--- config.mk ---
export PLATFORM = sky130hd
export DESIGN_NAME = param_alu_flat
export DESIGN_NICKNAME = d
export VERILOG_FILES = /design/src/rtl/param_alu_if.sv /design/src/rtl/param_alu.sv /design/src/flat_wrapper.sv
export SDC_FILE = /design/constraint.sdc
export NUM_CORES = 1
export LEC_CHECK = 0
export BUFFER_PORTS_ARGS = -buffer_cell sky130_fd_sc_hd__clkbuf_2
export CAP_MARGIN = 20
export CORE_MARGIN = 2
export CORE_UTILIZATION = 35
export DETAILED_ROUTE_END_ITERATION = 12
export RECOVER_POWER = 100
export REMOVE_ABC_BUFFERS = 1
export SLEW_MARGIN = 5
export SYNTH_ARGS = -nofsm -noshare
export SYNTH_HDL_FRONTEND = slang
export SYNTH_SLANG_ARGS = --single-unit
--- constraint.sdc ---
create_clock -name clk -period 8.1 [get_ports clk]
set_clock_uncertainty 0.15 [all_clocks]
set_input_delay 0.81 -clock clk [delete_from_list [all_inputs] [get_ports clk]]
set_output_delay 0.81 -clock clk [all_outputs]
set_load 0.1 [all_outputs]
--- src/rtl/param_alu_if.sv ---
// param_alu_if: command/result bus between the host sequencer and param_alu.
//   master : host side, drives start/opcode/rd_sel/rs_sel/input_data,
//            observes busy/done/result_upper/result_lower/flag_{z,n,c,v}.
//   slave  : ALU side, the mirror image.
interface param_alu_if #(
  parameter int WIDTH = 8,
  parameter int NREGS = 4
);
  localparam int SELW = $clog2(NREGS);

  logic             start;
  logic [4:0]       opcode;
  logic [SELW-1:0]  rd_sel;
  logic [SELW-1:0]  rs_sel;
  logic [WIDTH-1:0] input_data;
  logic             busy;
  logic             done;
  logic [WIDTH-1:0] result_upper;
  logic [WIDTH-1:0] result_lower;
  logic             flag_z;
  logic             flag_n;
  logic             flag_c;
  logic             flag_v;

  modport master (
    output start, opcode, rd_sel, rs_sel, input_data,
    input  busy, done, result_upper, result_lower,
           flag_z, flag_n, flag_c, flag_v
  );

  modport slave (
    input  start, opcode, rd_sel, rs_sel, input_data,
    output busy, done, result_upper, result_lower,
           flag_z, flag_n, flag_c, flag_v
  );
endinterface

--- src/rtl/param_alu.sv ---
// param_alu: WIDTH-bit register-file ALU with start/busy/done handshake.
//   clk  : rising-edge clock
//   rst  : asynchronous active-high reset
//   bus  : param_alu_if.slave (command in, results/flags out, all registered)
// Single-cycle ops complete at the accepting edge; signed MULT runs a
// WIDTH-step shift-add engine and writes the high word to R[rd] and the
// low word to R[rd+1] (wrapping).
module param_alu #(
  parameter int WIDTH = 8,
  parameter int NREGS = 4
) (
  input  logic           clk,
  input  logic           rst,
  param_alu_if.slave     bus
);
  localparam int SELW = $clog2(NREGS);
  localparam int SHW  = $clog2(WIDTH);
  localparam logic [SHW-1:0] CNT_LAST = SHW'(WIDTH - 1);

  localparam logic [4:0] OP_ADD = 5'h00, OP_SUB = 5'h01, OP_MULT = 5'h02,
                         OP_AND = 5'h03, OP_OR  = 5'h04, OP_XOR  = 5'h05,
                         OP_NOT = 5'h06, OP_LSL = 5'h07, OP_LSR  = 5'h08,
                         OP_ASR = 5'h09, OP_ROL = 5'h0A, OP_ROR  = 5'h0B,
                         OP_LOAD = 5'h0C, OP_READ = 5'h0D, OP_RDPAIR = 5'h0E;

  typedef enum logic {S_IDLE, S_MUL} state_t;

  state_t                       r_state;
  logic [NREGS-1:0][WIDTH-1:0]  r_regs;
  logic                         r_busy, r_done;
  logic [WIDTH-1:0]             r_ru, r_rl;
  logic                         r_z, r_n, r_c, r_v;
  logic [2*WIDTH-1:0]           r_acc, r_mcand;
  logic [WIDTH-1:0]             r_mplier;
  logic [SHW-1:0]               r_cnt;
  logic [SELW-1:0]              r_rd;

  logic [WIDTH-1:0]   w_a, w_b, w_res;
  logic [SHW-1:0]     w_sh;
  logic [2*WIDTH-1:0] w_rot, w_pp, w_acc_nx;
  logic               w_c, w_v, w_wr, w_arith, w_last;

  assign w_a  = r_regs[bus.rd_sel];
  assign w_b  = r_regs[bus.rs_sel];
  assign w_sh = w_b[SHW-1:0];

  always_comb begin
    w_res   = '0;
    w_rot   = '0;
    w_c     = 1'b0;
    w_v     = 1'b0;
    w_wr    = 1'b1;
    w_arith = 1'b0;
    case (bus.opcode)
      OP_ADD: begin
        {w_c, w_res} = {1'b0, w_a} + {1'b0, w_b};
        w_v     = (w_a[WIDTH-1] == w_b[WIDTH-1]) && (w_res[WIDTH-1] != w_a[WIDTH-1]);
        w_arith = 1'b1;
      end
      OP_SUB: begin
        w_res   = w_a - w_b;
        w_c     = (w_a < w_b);
        w_v     = (w_a[WIDTH-1] != w_b[WIDTH-1]) && (w_res[WIDTH-1] != w_a[WIDTH-1]);
        w_arith = 1'b1;
      end
      OP_AND:  w_res = w_a & w_b;
      OP_OR:   w_res = w_a | w_b;
      OP_XOR:  w_res = w_a ^ w_b;
      OP_NOT:  w_res = ~w_a;
      OP_LSL:  w_res = w_a << w_sh;
      OP_LSR:  w_res = w_a >> w_sh;
      OP_ASR:  w_res = WIDTH'($signed(w_a) >>> w_sh);
      // Rotates shift a doubled copy so sh=0 falls out naturally.
      OP_ROL: begin
        w_rot = {w_a, w_a} << w_sh;
        w_res = w_rot[2*WIDTH-1:WIDTH];
      end
      OP_ROR: begin
        w_rot = {w_a, w_a} >> w_sh;
        w_res = w_rot[WIDTH-1:0];
      end
      OP_LOAD: w_res = bus.input_data;
      default: w_wr = 1'b0;  // MULT, reads and illegal codes handled separately
    endcase
  end

  // Shift-add step; the multiplier MSB carries negative weight, so the
  // final partial product is subtracted instead of added.
  assign w_last   = (r_cnt == CNT_LAST);
  assign w_pp     = r_mplier[0] ? r_mcand : '0;
  assign w_acc_nx = w_last ? (r_acc - w_pp) : (r_acc + w_pp);

  always_ff @(posedge clk or posedge rst) begin
    if (rst) begin
      r_state  <= S_IDLE;
      r_regs   <= '0;
      r_busy   <= 1'b0;
      r_done   <= 1'b0;
      r_ru     <= '0;
      r_rl     <= '0;
      r_z      <= 1'b0;
      r_n      <= 1'b0;
      r_c      <= 1'b0;
      r_v      <= 1'b0;
      r_acc    <= '0;
      r_mcand  <= '0;
      r_mplier <= '0;
      r_cnt    <= '0;
      r_rd     <= '0;
    end else begin
      r_done <= 1'b0;
      case (r_state)
        S_IDLE: begin
          if (bus.start) begin
            case (bus.opcode)
              OP_MULT: begin
                r_acc    <= '0;
                r_mcand  <= {{WIDTH{w_a[WIDTH-1]}}, w_a};
                r_mplier <= w_b;
                r_cnt    <= '0;
                r_rd     <= bus.rd_sel;
                r_busy   <= 1'b1;
                r_state  <= S_MUL;
              end
              OP_READ: begin
                r_ru   <= '0;
                r_rl   <= w_b;
                r_done <= 1'b1;
              end
              OP_RDPAIR: begin
                r_ru   <= w_a;
                r_rl   <= w_b;
                r_done <= 1'b1;
              end
              default: begin
                if (w_wr) begin
                  r_regs[bus.rd_sel] <= w_res;
                  r_ru <= '0;
                  r_rl <= w_res;
                  r_z  <= (w_res == '0);
                  r_n  <= w_res[WIDTH-1];
                  r_c  <= w_arith & w_c;
                  r_v  <= w_arith & w_v;
                end
                r_done <= 1'b1;
              end
            endcase
          end
        end
        S_MUL: begin
          r_acc    <= w_acc_nx;
          r_mcand  <= r_mcand << 1;
          r_mplier <= r_mplier >> 1;
          r_cnt    <= r_cnt + 1'b1;
          if (w_last) begin
            r_regs[r_rd]                <= w_acc_nx[2*WIDTH-1:WIDTH];
            r_regs[SELW'(r_rd + 1'b1)]  <= w_acc_nx[WIDTH-1:0];
            r_ru    <= w_acc_nx[2*WIDTH-1:WIDTH];
            r_rl    <= w_acc_nx[WIDTH-1:0];
            r_z     <= (w_acc_nx == '0);
            r_n     <= w_acc_nx[2*WIDTH-1];
            r_c     <= 1'b0;
            r_v     <= 1'b0;
            r_busy  <= 1'b0;
            r_done  <= 1'b1;
            r_state <= S_IDLE;
          end
        end
        default: r_state <= S_IDLE;
      endcase
    end
  end

  assign bus.busy         = r_busy;
  assign bus.done         = r_done;
  assign bus.result_upper = r_ru;
  assign bus.result_lower = r_rl;
  assign bus.flag_z       = r_z;
  assign bus.flag_n       = r_n;
  assign bus.flag_c       = r_c;
  assign bus.flag_v       = r_v;
endmodule

--- src/flat_wrapper.sv ---
// flat-port wrapper written by rule: the top's interface ports become plain ports
module param_alu_flat 
#(
  parameter int WIDTH = 8,
  parameter int NREGS = 4
)
  (clk, rst, bus_start, bus_opcode, bus_rd_sel, bus_rs_sel, bus_input_data, bus_busy, bus_done, bus_result_upper, bus_result_lower, bus_flag_z, bus_flag_n, bus_flag_c, bus_flag_v);
  param_alu_if #(.WIDTH(WIDTH), .NREGS(NREGS)) bus_i ();
  input  logic clk;
  input  logic rst;
  input wire logic [$bits(bus_i.start)-1:0] bus_start;
  input wire logic [$bits(bus_i.opcode)-1:0] bus_opcode;
  input wire logic [$bits(bus_i.rd_sel)-1:0] bus_rd_sel;
  input wire logic [$bits(bus_i.rs_sel)-1:0] bus_rs_sel;
  input wire logic [$bits(bus_i.input_data)-1:0] bus_input_data;
  output wire logic [$bits(bus_i.busy)-1:0] bus_busy;
  output wire logic [$bits(bus_i.done)-1:0] bus_done;
  output wire logic [$bits(bus_i.result_upper)-1:0] bus_result_upper;
  output wire logic [$bits(bus_i.result_lower)-1:0] bus_result_lower;
  output wire logic [$bits(bus_i.flag_z)-1:0] bus_flag_z;
  output wire logic [$bits(bus_i.flag_n)-1:0] bus_flag_n;
  output wire logic [$bits(bus_i.flag_c)-1:0] bus_flag_c;
  output wire logic [$bits(bus_i.flag_v)-1:0] bus_flag_v;
  assign bus_i.start = bus_start;
  assign bus_i.opcode = bus_opcode;
  assign bus_i.rd_sel = bus_rd_sel;
  assign bus_i.rs_sel = bus_rs_sel;
  assign bus_i.input_data = bus_input_data;
  assign bus_busy = bus_i.busy;
  assign bus_done = bus_i.done;
  assign bus_result_upper = bus_i.result_upper;
  assign bus_result_lower = bus_i.result_lower;
  assign bus_flag_z = bus_i.flag_z;
  assign bus_flag_n = bus_i.flag_n;
  assign bus_flag_c = bus_i.flag_c;
  assign bus_flag_v = bus_i.flag_v;
  param_alu #(.WIDTH(WIDTH), .NREGS(NREGS)) u_core (.clk(clk), .rst(rst), .bus(bus_i));
endmodule
==> flow_summary.json <==
{
  "clock-sinks": 100,
  "worstSetupPathType": "input pin to register",
  "worst_pin_slew_ns": 3.50,
  "drtPass1Iterations": 7,
  "initial_core_util_pct": 35.3,
  "relSlewSlack_pct": -133,
  "die_w_um": 163,
  "viasPerCell": 6.16,
  "fmax_ghz": 0.176,
  "synth_area_um2": 8800,
  "setup_violations": 0,
  "yosysSeqAreaShare_pct": 28.4,
  "clk_pin_slew_worst_paths_ns": 0.07,
  "globalplace.congestion": 0.972,
  "final_hold_viol_count": 0,
  "worstPathArrival_ns": 5.78,
  "finalCriticalPeriod_ns": 5.67,
  "grt_pass1_vias": 8204,
  "dr.first_iter.drc_count": 1201,
  "postLayoutCellArea_um2": 9400,
  "ctsRootBufferMaster": "clkbuf_16",
  "final_cell_mix": "nand2_1, dfrtp_1, nor2_1, o21ai_0, a21oi_1",
  "violations": "max-capacitance violations, max-slew violations",
  "cts_tree": "built",
  "cap_violations": 3,
  "layout_setup_ws_ns": 2.43,
  "clock_latency_ns": 0.36,
  "place_ws_ns": 2.68,
  "cp_data_required_time_ns": 8.21,
  "dpl_cell_area_um2": 9170,
  "dieArea_um2": 26400,
  "power_uw": 4520,
  "hpwlAfterDp_mm": 22.1,
  "cp_max_fo": 35,
  "netlist-cell-type-count": 78,
  "regArea_um2": 2510,
  "outcome": "finished with violations",
  "fill_cells": 2620,
  "drtAntennaViolNets": 0,
  "grt_start_max_net_pins": 66,
  "final_nets": 1142,
  "htreeDepth": 3,
  "report.final.slew_viol_count": 147,
  "ys.flop_type": "dfrtp_1",
  "async_reset_ff_share_pct": 100,
  "ys_ff_latch": 100,
  "antennaDiodeCount": 0,
  "drcViolationCount": 0,
  "final_common_cell": "nand2_1",
  "area_growth_pct": 6.77,
  "multiInputGateArea_um2": 5760,
  "antenna_found_initial": 0,
  "avgRoutedWirePerCell_um": 22.1,
  "grt_usage_pct": 23.8,
  "synthCells": 1084,
  "post_cts_resized": 0,
  "powerDensity_nw_per_um2": 481,
  "drive_gt1_share_pct": 6.51,
  "gr-total-overflow": 0,
  "cts_setup_buffers": 0,
  "end_kind": "register",
  "io_pins": 42,
  "yosysWarnings": 0,
  "setup_tns_ns": 0,
  "rsz0062_at_grt": "no",
  "peakVddDrop_uv": 448,
  "cts.path.max_buffers": 2,
  "portBuffers": 41,
  "hold_path_class": "register to register",
  "p_leak_uw": 0.00378,
  "vias": 8658,
  "grt_first_pass_wirelength_mm": 48.4,
  "cts_made_buffers": 9,
  "rows": 58,
  "die_h_um": 163,
  "synth_edf_count": 0,
  "core-area_um2": 25000,
  "syn_avg_cell_area_um2": 8.12,
  "period_share_pct": 70.1,
  "startpoint_type": "input pin",
  "routed_wl_mm": 31.0,
  "hold_buffers": 0
}
[synthesized netlist by cell type (6+ instances only)]
master	number	area share, %
mux2i_1	37	4.2
nor2b_1	8	0.57
and2_1	12	0.85
ha_1	47	6.7
nor3b_1	7	0.60
a21o_1	9	0.77
nand2b_1	11	0.78
dfrtp_1	100	28
nor2_1	90	3.8
a221oi_1	17	1.7
or3_1	7	0.50
nand2_1	153	6.5
a22o_1	18	1.8
and3_1	9	0.64
o21ai_0	89	5.1
nor4_1	9	0.64
a31oi_1	8	0.57
mux4_2	13	3.3
a22oi_1	21	1.8
inv_1	42	1.8
o211ai_1	11	0.94
nand3b_1	6	0.51
buf_2	10	0.57
xnor2_1	16	1.6
o21a_1	7	0.60
a21boi_0	6	0.51
buf_6	6	0.77
a21oi_1	76	4.3
o22ai_1	14	1.0
xor2_1	11	1.1
nor3_1	28	1.6
nand3_1	25	1.4
clkbuf_1	53	2.3
[kinds of logic after synthesis]
logic type                 after synthesis  share of synthesized area, %
and+or+nand+nor                        392                          21.2
DFF                                    100                          28.4
xor gates and xnor gates                27                          2.69
AOI/OAI and AO/OA                      336                          25.1
buffers and inverters                  121                          5.86
muxes                                   58                          9.41
adders and majority gates               50                          7.36
[worst max-delay path, stage by stage]
cell,delay [ns]
clkbuf_1,0.53
mux4_2,0.93
clkinv_1,0.53
fa_1,0.59
nor3b_1,0.16
a211oi_1,0.34
o31a_1,0.19
mux2i_1,0.09
xnor2_1,0.20
a211oi_1,0.69
o2111ai_1,0.22
o41a_1,0.42
o41ai_1,0.07
[where the power goes]
part / switching (µW) / leakage [µW] / internal, µW
clock network: 206 / 0.000149 / 248
logic: 2170 / 0.00235 / 977
registers: 210 / 0.00128 / 706
[path summary, 6_finish.rpt]
kind / startpoint / to / slack [ns] / depth (start not counted)
max: bus_rs_sel[0] / u_core.bus.flag_z / 2.43 / 13
min: u_core.bus.result_upper[1] / u_core.bus.result_upper[1] / 0.33 / 2
max reg2reg: u_core.r_regs[25] / u_core.bus.flag_z / 3.13 / 12
min reg2reg: u_core.bus.result_upper[1] / u_core.bus.result_upper[1] / 0.33 / 2
max in group asynchronous: rst / u_core.r_state / 2.65 / 3
min in group asynchronous: rst / u_core.bus.result_upper[1] / 0.72 / 2
[flip-flops by register name (all words and copies together), names as in the netlist, 2 cells and up]
signal and flops:
u_core.r_mplier 8, u_core.r_mcand 16, u_core.r_acc 16, u_core.r_regs 32, u_core.r_rd 2, u_core.bus.result_upper 8
u_core.r_cnt 3, u_core.bus.result_lower 8
[stage by stage]
step,utilization (%),hold WS [ns],cells
2_1_floorplan,-,0.299,1009
5_1_grt,37.6,0.356,1406
3_5_place_dp,36.7,0.315,1390
3_3_place_gp,36.7,0.308,1390
4_1_cts,37.9,0.336,1405
6_report,37.6,0.332,1406
[area by class of cell]
type / instances / area share (%)
Clock inverter: 5 / 0.652
Tap cell: 330 / 4.39
Multi-Input combinational cell: 863 / 61.3
Timing Repair Buffer: 52 / 2.56
Sequential cell: 100 / 26.7
Clock buffer: 10 / 2.54
Inverter: 46 / 1.85
[per-layer routing]
| metal | share of wire [%] | GRT usage [%] | vias up |
|---|---|---|---|
| met2 | 43 | 36.6 | 486 |
| met4 | 3.5 | 8.53 | 0 |
| met3 | 8.6 | 4.15 | 81 |
| met5 | 0 | 0 | - |
| li1 | - | - | 3951 |
| met1 | 44 | 33.7 | 4140 |
Power figures use the tool's default switching activity.
